### config.mk
export PLATFORM = sky130hd
export DESIGN_NAME = segseven_decode_flat
export DESIGN_NICKNAME = d
export VERILOG_FILES = /design/src/rtl/segseven_pkg.sv /design/src/rtl/segseven_decode_if.sv /design/src/rtl/segseven_sync_filter.sv /design/src/rtl/segseven_decode.sv /design/src/flat_wrapper.sv
export SDC_FILE = /design/constraint.sdc
export NUM_CORES = 1
export LEC_CHECK = 0
export ABC_CLOCK_PERIOD_IN_PS = 3550
export CORE_MARGIN = 2
export CORE_UTILIZATION = 59
export CTS_CLUSTER_DIAMETER = 80
export DETAILED_ROUTE_END_ITERATION = 16
export GPL_ROUTABILITY_DRIVEN = 0
export PLACE_DENSITY = 0.85
export SYNTH_ARGS = -nofsm -noshare
export SYNTH_HDL_FRONTEND = slang
export SYNTH_SLANG_ARGS = --single-unit
### constraint.sdc
create_clock -name clk -period 3.55 [get_ports clk]
set_input_delay 0.71 -clock clk [delete_from_list [all_inputs] [get_ports clk]]
set_output_delay 0.71 -clock clk [all_outputs]
set_load 0.01 [all_outputs]
### src/rtl/segseven_pkg.sv
// Shared 7-segment code table and pattern-to-digit decoder.
// Bit 0 = segment a ... bit 6 = segment g, 1 = lit.
package segseven_pkg;

    localparam logic [6:0] SEG_0     = 7'h3F;
    localparam logic [6:0] SEG_1     = 7'h06;
    localparam logic [6:0] SEG_2     = 7'h5B;
    localparam logic [6:0] SEG_3     = 7'h4F;
    localparam logic [6:0] SEG_4     = 7'h66;
    localparam logic [6:0] SEG_5     = 7'h6D;
    localparam logic [6:0] SEG_6     = 7'h7C;
    localparam logic [6:0] SEG_7     = 7'h07;
    localparam logic [6:0] SEG_8     = 7'h7F;
    localparam logic [6:0] SEG_9     = 7'h67;
    localparam logic [6:0] SEG_BLANK = 7'h00;

    localparam logic [3:0] DIGIT_NONE = 4'hF;

    typedef struct packed {
        logic [3:0] digit;
        logic       blank;
        logic       error;
    } seg_rec_t;

    typedef enum logic {
        ST_IDLE,
        ST_HOLD
    } dec_state_t;

    function automatic seg_rec_t seg_to_digit(input logic [6:0] pattern);
        seg_rec_t rec;
        rec.digit = DIGIT_NONE;
        rec.blank = 1'b0;
        rec.error = 1'b0;
        case (pattern)
            SEG_0:     rec.digit = 4'd0;
            SEG_1:     rec.digit = 4'd1;
            SEG_2:     rec.digit = 4'd2;
            SEG_3:     rec.digit = 4'd3;
            SEG_4:     rec.digit = 4'd4;
            SEG_5:     rec.digit = 4'd5;
            SEG_6:     rec.digit = 4'd6;
            SEG_7:     rec.digit = 4'd7;
            SEG_8:     rec.digit = 4'd8;
            SEG_9:     rec.digit = 4'd9;
            SEG_BLANK: rec.blank = 1'b1;
            default:   rec.error = 1'b1;
        endcase
        return rec;
    endfunction

endpackage

### src/rtl/segseven_decode_if.sv
// Ready/valid record channel carrying one decoded display pattern.
interface segseven_decode_if;
    logic       out_valid;
    logic       out_ready;
    logic [3:0] out_digit;
    logic       out_blank;
    logic       out_error;

    modport master (
        output out_valid,
        output out_digit,
        output out_blank,
        output out_error,
        input  out_ready
    );

    modport slave (
        input  out_valid,
        input  out_digit,
        input  out_blank,
        input  out_error,
        output out_ready
    );
endinterface

### src/rtl/segseven_sync_filter.sv
// Two-flop synchronizer plus run-length glitch filter on the segment bus.
// stable is high once sync has repeated STABLE_CYCLES times in a row.
module segseven_sync_filter #(
    parameter int STABLE_CYCLES = 4
) (
    input  logic       clk,
    input  logic       rst_n,
    input  logic [6:0] seg_in,
    output logic [6:0] sync,
    output logic       stable
);

    localparam logic [7:0] RUN_MAX = 8'(STABLE_CYCLES);

    logic [6:0] meta_reg;
    logic [6:0] sync_reg;
    logic [7:0] run_reg;

    // The run counter looks at the sample about to enter sync, so a
    // difference restarts the count on the same edge sync changes.
    always_ff @(posedge clk or negedge rst_n) begin
        if (!rst_n) begin
            meta_reg <= '0;
            sync_reg <= '0;
            run_reg  <= '0;
        end else begin
            meta_reg <= seg_in;
            sync_reg <= meta_reg;
            if (meta_reg != sync_reg)
                run_reg <= '0;
            else if (run_reg != RUN_MAX)
                run_reg <= run_reg + 8'd1;
        end
    end

    assign sync   = sync_reg;
    assign stable = (run_reg == RUN_MAX);

endmodule

### src/rtl/segseven_decode.sv
// Recovers the digit shown on a looped-back 7-segment bus and offers each
// newly stable pattern as a ready/valid record; latest pattern wins on stall.
module segseven_decode
    import segseven_pkg::*;
#(
    parameter int STABLE_CYCLES = 4
) (
    input  logic                      clk,
    input  logic                      rst_n,
    input  logic [6:0]                seg_in,
    segseven_decode_if.master         rec,
    output logic [7:0]                err_count
);

    logic [6:0] sync;
    logic       stable;
    seg_rec_t   dec;
    logic       accept;

    dec_state_t state_reg;
    logic       valid_reg;
    logic [6:0] last_pat_reg;
    logic [3:0] digit_reg;
    logic       blank_reg;
    logic       error_reg;
    logic [7:0] err_count_reg;

    segseven_sync_filter #(
        .STABLE_CYCLES(STABLE_CYCLES)
    ) u_filter (
        .clk    (clk),
        .rst_n  (rst_n),
        .seg_in (seg_in),
        .sync   (sync),
        .stable (stable)
    );

    assign dec    = seg_to_digit(sync);
    assign accept = stable && (sync != last_pat_reg) &&
                    ((state_reg == ST_IDLE) || rec.out_ready);

    always_ff @(posedge clk or negedge rst_n) begin
        if (!rst_n) begin
            state_reg     <= ST_IDLE;
            valid_reg     <= 1'b0;
            last_pat_reg  <= SEG_BLANK;
            digit_reg     <= DIGIT_NONE;
            blank_reg     <= 1'b0;
            error_reg     <= 1'b0;
            err_count_reg <= '0;
        end else if (accept) begin
            state_reg    <= ST_HOLD;
            valid_reg    <= 1'b1;
            last_pat_reg <= sync;
            digit_reg    <= dec.digit;
            blank_reg    <= dec.blank;
            error_reg    <= dec.error;
            if (dec.error && (err_count_reg != 8'hFF))
                err_count_reg <= err_count_reg + 8'd1;
        end else if ((state_reg == ST_HOLD) && rec.out_ready) begin
            state_reg <= ST_IDLE;
            valid_reg <= 1'b0;
        end
    end

    assign rec.out_valid = valid_reg;
    assign rec.out_digit = digit_reg;
    assign rec.out_blank = blank_reg;
    assign rec.out_error = error_reg;
    assign err_count     = err_count_reg;

endmodule

### src/flat_wrapper.sv
// flat-port wrapper written by rule: the top's interface ports become plain ports
module segseven_decode_flat import segseven_pkg::*;
#(
    parameter int STABLE_CYCLES = 4
)
  (clk, rst_n, seg_in, err_count, rec_out_valid, rec_out_digit, rec_out_blank, rec_out_error, rec_out_ready);
  segseven_decode_if rec_i ();
  input  logic clk;
  input  logic rst_n;
  input  logic [6:0] seg_in;
  output logic [7:0] err_count;
  output wire logic [$bits(rec_i.out_valid)-1:0] rec_out_valid;
  output wire logic [$bits(rec_i.out_digit)-1:0] rec_out_digit;
  output wire logic [$bits(rec_i.out_blank)-1:0] rec_out_blank;
  output wire logic [$bits(rec_i.out_error)-1:0] rec_out_error;
  input wire logic [$bits(rec_i.out_ready)-1:0] rec_out_ready;
  assign rec_out_valid = rec_i.out_valid;
  assign rec_out_digit = rec_i.out_digit;
  assign rec_out_blank = rec_i.out_blank;
  assign rec_out_error = rec_i.out_error;
  assign rec_i.out_ready = rec_out_ready;
  segseven_decode #(.STABLE_CYCLES(STABLE_CYCLES)) u_core (.clk(clk), .rst_n(rst_n), .seg_in(seg_in), .rec(rec_i), .err_count(err_count));
endmodule
[Yosys cells after proc, flatten, opt, wreduce, memory -nomap -nowiden]
Index checks and enable logic that the tools add are counted.
Storage, ports and cells
  flip-flop bits (word level): 44
  output and inout bits: 15
Cells by class
  $add $sub $neg: 2
  equality and inequality tests: 15
  multiplexer cells: 7
  bitwise operators: 1
  reduce and logical (&&, ||, !) cells: 10
Operators by type and width (number)
  $eq A7 B7 Y1 const B: 7
  $pmux W4 S10: 1
  $add A8 B1 Y8 const B: 2
  $mux W8: 2
  $eq A7 B3 Y1 const B: 2
  $ne A7 B7 Y1: 2
  $reduce_or A11 Y1: 1
  $eq A8 B3 Y1 const B: 1
  $ne A8 B3 Y1 const B: 1
  $ne A8 B8 Y1 const B: 1
  $eq A7 B6 Y1 const B: 1
  $logic_not A7 Y1: 1
  $logic_and A1 B1 Y1: 4
  $mux W1: 4
  $reduce_bool A2 Y1: 2
  $reduce_and A2 Y1: 1
  $logic_or A1 B1 Y1: 1
  $not A1 Y1: 1

[Depth between registers and ports, before layout]
  depth in word-level cells: 5
  depth in mapped cells: 9
  depth with buffers taken out: 8

[Hierarchy]
From an unflattened synthesis, not the netlist that was laid out.
Second synthesis, totals
  cells, all modules: 196
  area total of the unflattened synthesis: 2177.1 sq um
Modules (own cells, without submodules)
  segseven_decode: times used 1, cells an instance 127, area an instance 1315.0 sq um, sequential area each 555.5 sq um
  segseven_sync_filter: times used 1, cells an instance 69, area an instance 862.1 sq um, sequential area each 550.5 sq um

[Worst setup path before layout]
Ideal clock, no wire load.
  path type: register to register
  start: register u_core.u_filter.run_reg[0]
  end: register u_core.err_count_reg[6] (netlist: u_core.err_count[6])
  library setup time: 0.128 ns
  data arrival time: 1.873 ns
  required time: 3.422 ns
  path slack: 1.550 ns
  cell stages (with the launch flop): 10
  period minus slack after synthesis: 2.000 ns
  cells stage by stage: dfrtp_1 > inv_1 > ha_1 > nor4b_2 > and3_1 > buf_2 > o211a_1 > nand2_1 > nor3_1 > mux2_1
Between the ends
  longest elaborated chain between the ends: 4
RTL lines
  from (decl): RTL line segseven_sync_filter.sv:17  | logic [7:0] run_reg;
  from (signal assigned): RTL line segseven_sync_filter.sv:32  | run_reg <= run_reg + 8'd1;
  $eq A8 B3 Y1: RTL line segseven_sync_filter.sv:37  | assign stable = (run_reg == RUN_MAX);
  $logic_and A1 B1 Y1 (2 in series): RTL line segseven_decode.sv:39  | assign accept = stable && (sync != last_pat_reg) &&
  $reduce_and A2 Y1 (no source line)
  to (signal assigned): RTL line segseven_decode.sv:59  | err_count_reg <= err_count_reg + 8'd1;
  to (decl): RTL line segseven_decode.sv:26  | logic [7:0] err_count_reg;
Every way passes these cells.
A chain may end at the register's enable or synchronous reset.

[Final worst setup path]
  start: register u_core.u_filter.run_reg[0]
  end: register u_core.err_count_reg[1] (netlist: u_core.err_count[1])
Same word-level chain as after synthesis.

==> run metrics <==
Initial Util=62.56%; FF-to-FF End=u_core.err_count[1]$_DFFE_PN0P_; DR pass1 iterations=4; max_cap viols=0; worst slew pin tran=950.5 ps; syn nets=199; xor and xnor area share after synthesis=11.89%; PortBufs=24; DRT iter0 DRCs=100; DRT antenna net count=0; Crit path required time=3800 ps; yosys warns=0; Placement Cell Area=0.002367 sq mm; Post CTS Setup Buffer Count=0; mux contribution to synthesized area=4.918%; Chip Height=64.19 um; layout cells sized above 1=14.42%; area grow syn2layout=15.22%; final number of setup-violating endpoints=0; ys async rst share=100.0%; root buf cell=clkbuf_4; initial antenna violation count=0; crit-path max FO=13; worst vdd ir=0.0002369 V; largest net degree at the start of global routing=45; cts repair resizes=0; die width=64.19 um; Mapped Avg Cell Area=11.49 sq um; ys flop type=dfrtp_1; Core Util, Final=72.09%; hold slack final=405.9 ps; vias post-DR=1495; Via density=5.886; WL final=3909 um; diodes inserted=0; Period minus WS final=2315 ps; crit path kind=register to register; dpl hpwl=2795 um; CTS hold repair buffers=0; Distinct cells, synth=41; dominant cell type by area after synthesis=dfrtp_1; Post-Route Skew=8.987 ps; setup_tns=0 ps; htree depth=2; critical hold path startpoint=u_core.u_filter.meta_reg[1]$_DFF_PN0_; Synth Cell Area=0.002137 sq mm; Mapped Cells=186; placed cell count=246; status=finished, final reports clean; clock slew at reported path FFs=120 ps; depth of the worst register-to-register path=7; DIE AREA=0.004120 sq mm; worst hold stages=0; RSZ-0062 raised after global routing=false; WHS Endpoint=u_core.u_filter.sync[1]$_DFF_PN0_; slack of the worst reg-to-reg path=1240 ps; Post-Layout Cell Count=254; count leader, synth=dfrtp_1; fin area=0.002462 sq mm; Adder-Cell Fraction of Synth Area=1.756%; static leakage=1.033 nW; final hold vios=0; critical path arrival=2560 ps; Commonest cells post-synth=dfrtp_1 (40), xnor2_1 (19), nor2_1 (15), nand3_1 (12), nand2_1 (11); clock sink count=44; Compound-Gate Fraction of Synth Area=7.084%; vias in the first global route=1453; Clk Latency, worst-skew pair=350 ps; first-pass GRT wire length=6817 um; total CTS buffers=5; Yosys reg bits=44; final net count=220; max-slew violations=0; clk buf depth=2; CP endpoint kind=register; residual DRC count=0; worst r2r src=u_core.u_filter.run_reg[0]$_DFFE_PN0P_; power density over cell area=372.2 mW/mm^2; Synth Area in Simple Gates=19.32%; Core ar.=0.003416 sq mm; register area share after synthesis=51.76%; area share of the largest cell type after synthesis=46.84%; largest family of logic cells by synthesized area=simple AND/OR/NAND/NOR gates; Final period util=65.21%; Fmax=432.0 MHz; slew margin rel.=36.63%; Top Ports=25; Worst setup SP type=register; Hold WC Path Type=register to register; CTS tree=built; Remaining Overflow, GRT=0; Std-Cell Rows=21; per-cell routed wire length=15.39 um; largest cells by area after synthesis=dfrtp_1 (47%), xnor2_1 (7.8%), dfstp_2 (4.9%), xor2_1 (4.1%), mux2_2 (3.7%); Post-synth EDFFs=0; gr usage total=21.50%
## cells in the final DEF (no fill, tap or decap), drive strengths merged, types with 4 or more instances in the layout
cell type / synthesis / routed
dfstp: 4 / 4
nand4: 7 / 7
clkbuf: 0 / 7
o21ai: 6 / 6
xor2: 10 / 10
and3: 4 / 4
dfrtp: 40 / 40
nand3: 13 / 13
clkdlybuf4s50: 0 / 23
or4: 4 / 4
nand2: 11 / 11
mux2: 9 / 9
xnor2: 19 / 19
nor2: 15 / 15
## critical path, cell delays in order, from the launching register on
cell and delay [ps]:
dfrtp_1 420, inv_1 100, ha_1 160, nor4b_2 240, and3_1 350, o211ai_4 220, nor3_4 370, mux2_4 330
## worst max path at each step
stage                                                start                         endpoint  slack (ps)  depth (start not counted)
finish              u_core.u_filter.run_reg[0]$_DFFE_PN0P_  u_core.err_count[1]$_DFFE_PN0P_        1240                          7
global route        u_core.u_filter.run_reg[0]$_DFFE_PN0P_  u_core.err_count[4]$_DFFE_PN0P_        1030                          8
CTS                 u_core.u_filter.run_reg[0]$_DFFE_PN0P_  u_core.err_count[1]$_DFFE_PN0P_        1250                          7
detailed placement                           rec_out_ready  u_core.err_count[3]$_DFFE_PN0P_        1150                          6
global placement                             rec_out_ready  u_core.err_count[1]$_DFFE_PN0P_        1220                          5
floorplan           u_core.u_filter.run_reg[0]$_DFFE_PN0P_  u_core.err_count[6]$_DFFE_PN0P_        1550                          9
## per-stage QoR
| stage | setup WS (ps) | total power [W] |
|---|---|---|
| after floorplan | 1550 | 0.0005618 |
| after global placement | 1217 | 0.0005794 |
| after detailed placement | 1154 | 0.0005839 |
| after CTS | 1248 | 0.0009250 |
| after global routing | 1034 | 0.0009545 |
| final | 1235 | 0.0009166 |
## cell type report
type | count | area [sq um]
clock buffers | 7 | 65.06
clock inverters | 1 | 30.03
fillers | 236 | 953.4
inverters | 2 | 7.507
multi-input cells | 130 | 960.9
flip-flops and latches | 44 | 1106
well taps | 46 | 57.56
repair buffers | 24 | 235.2
## cell families (layout without fill, tap and decap cells)
| logic type | Yosys count | in the layout |
|---|---|---|
| mux | 9 | 9 |
| simple gates | 70 | 70 |
| xor+xnor | 29 | 29 |
| buf+inv | 12 | 34 |
| compound gates | 19 | 19 |
| fa+ha+maj | 3 | 3 |
| flops | 44 | 44 |
## report_power, final
part	total, W	switching (W)	internal (W)
Combinational	0.0000451	0.0000217	0.0000234
Sequential	0.000529	0.0000198	0.000509
Clock	0.000342	0.000155	0.000187
Total	0.000917	0.000197	0.000720
## layer usage
| metal | global-route usage (%) | wire length (um) | part of all wire, % |
|---|---|---|---|
| met5 | 0 | 0 | 0 |
| met4 | 6.383 | 53 | 1.4 |
| met2 | 34.24 | 1840 | 47 |
| met1 | 29.25 | 1829 | 47 |
| met3 | 5.282 | 186 | 4.8 |
Note: power is estimated with default switching activity, not from simulation.
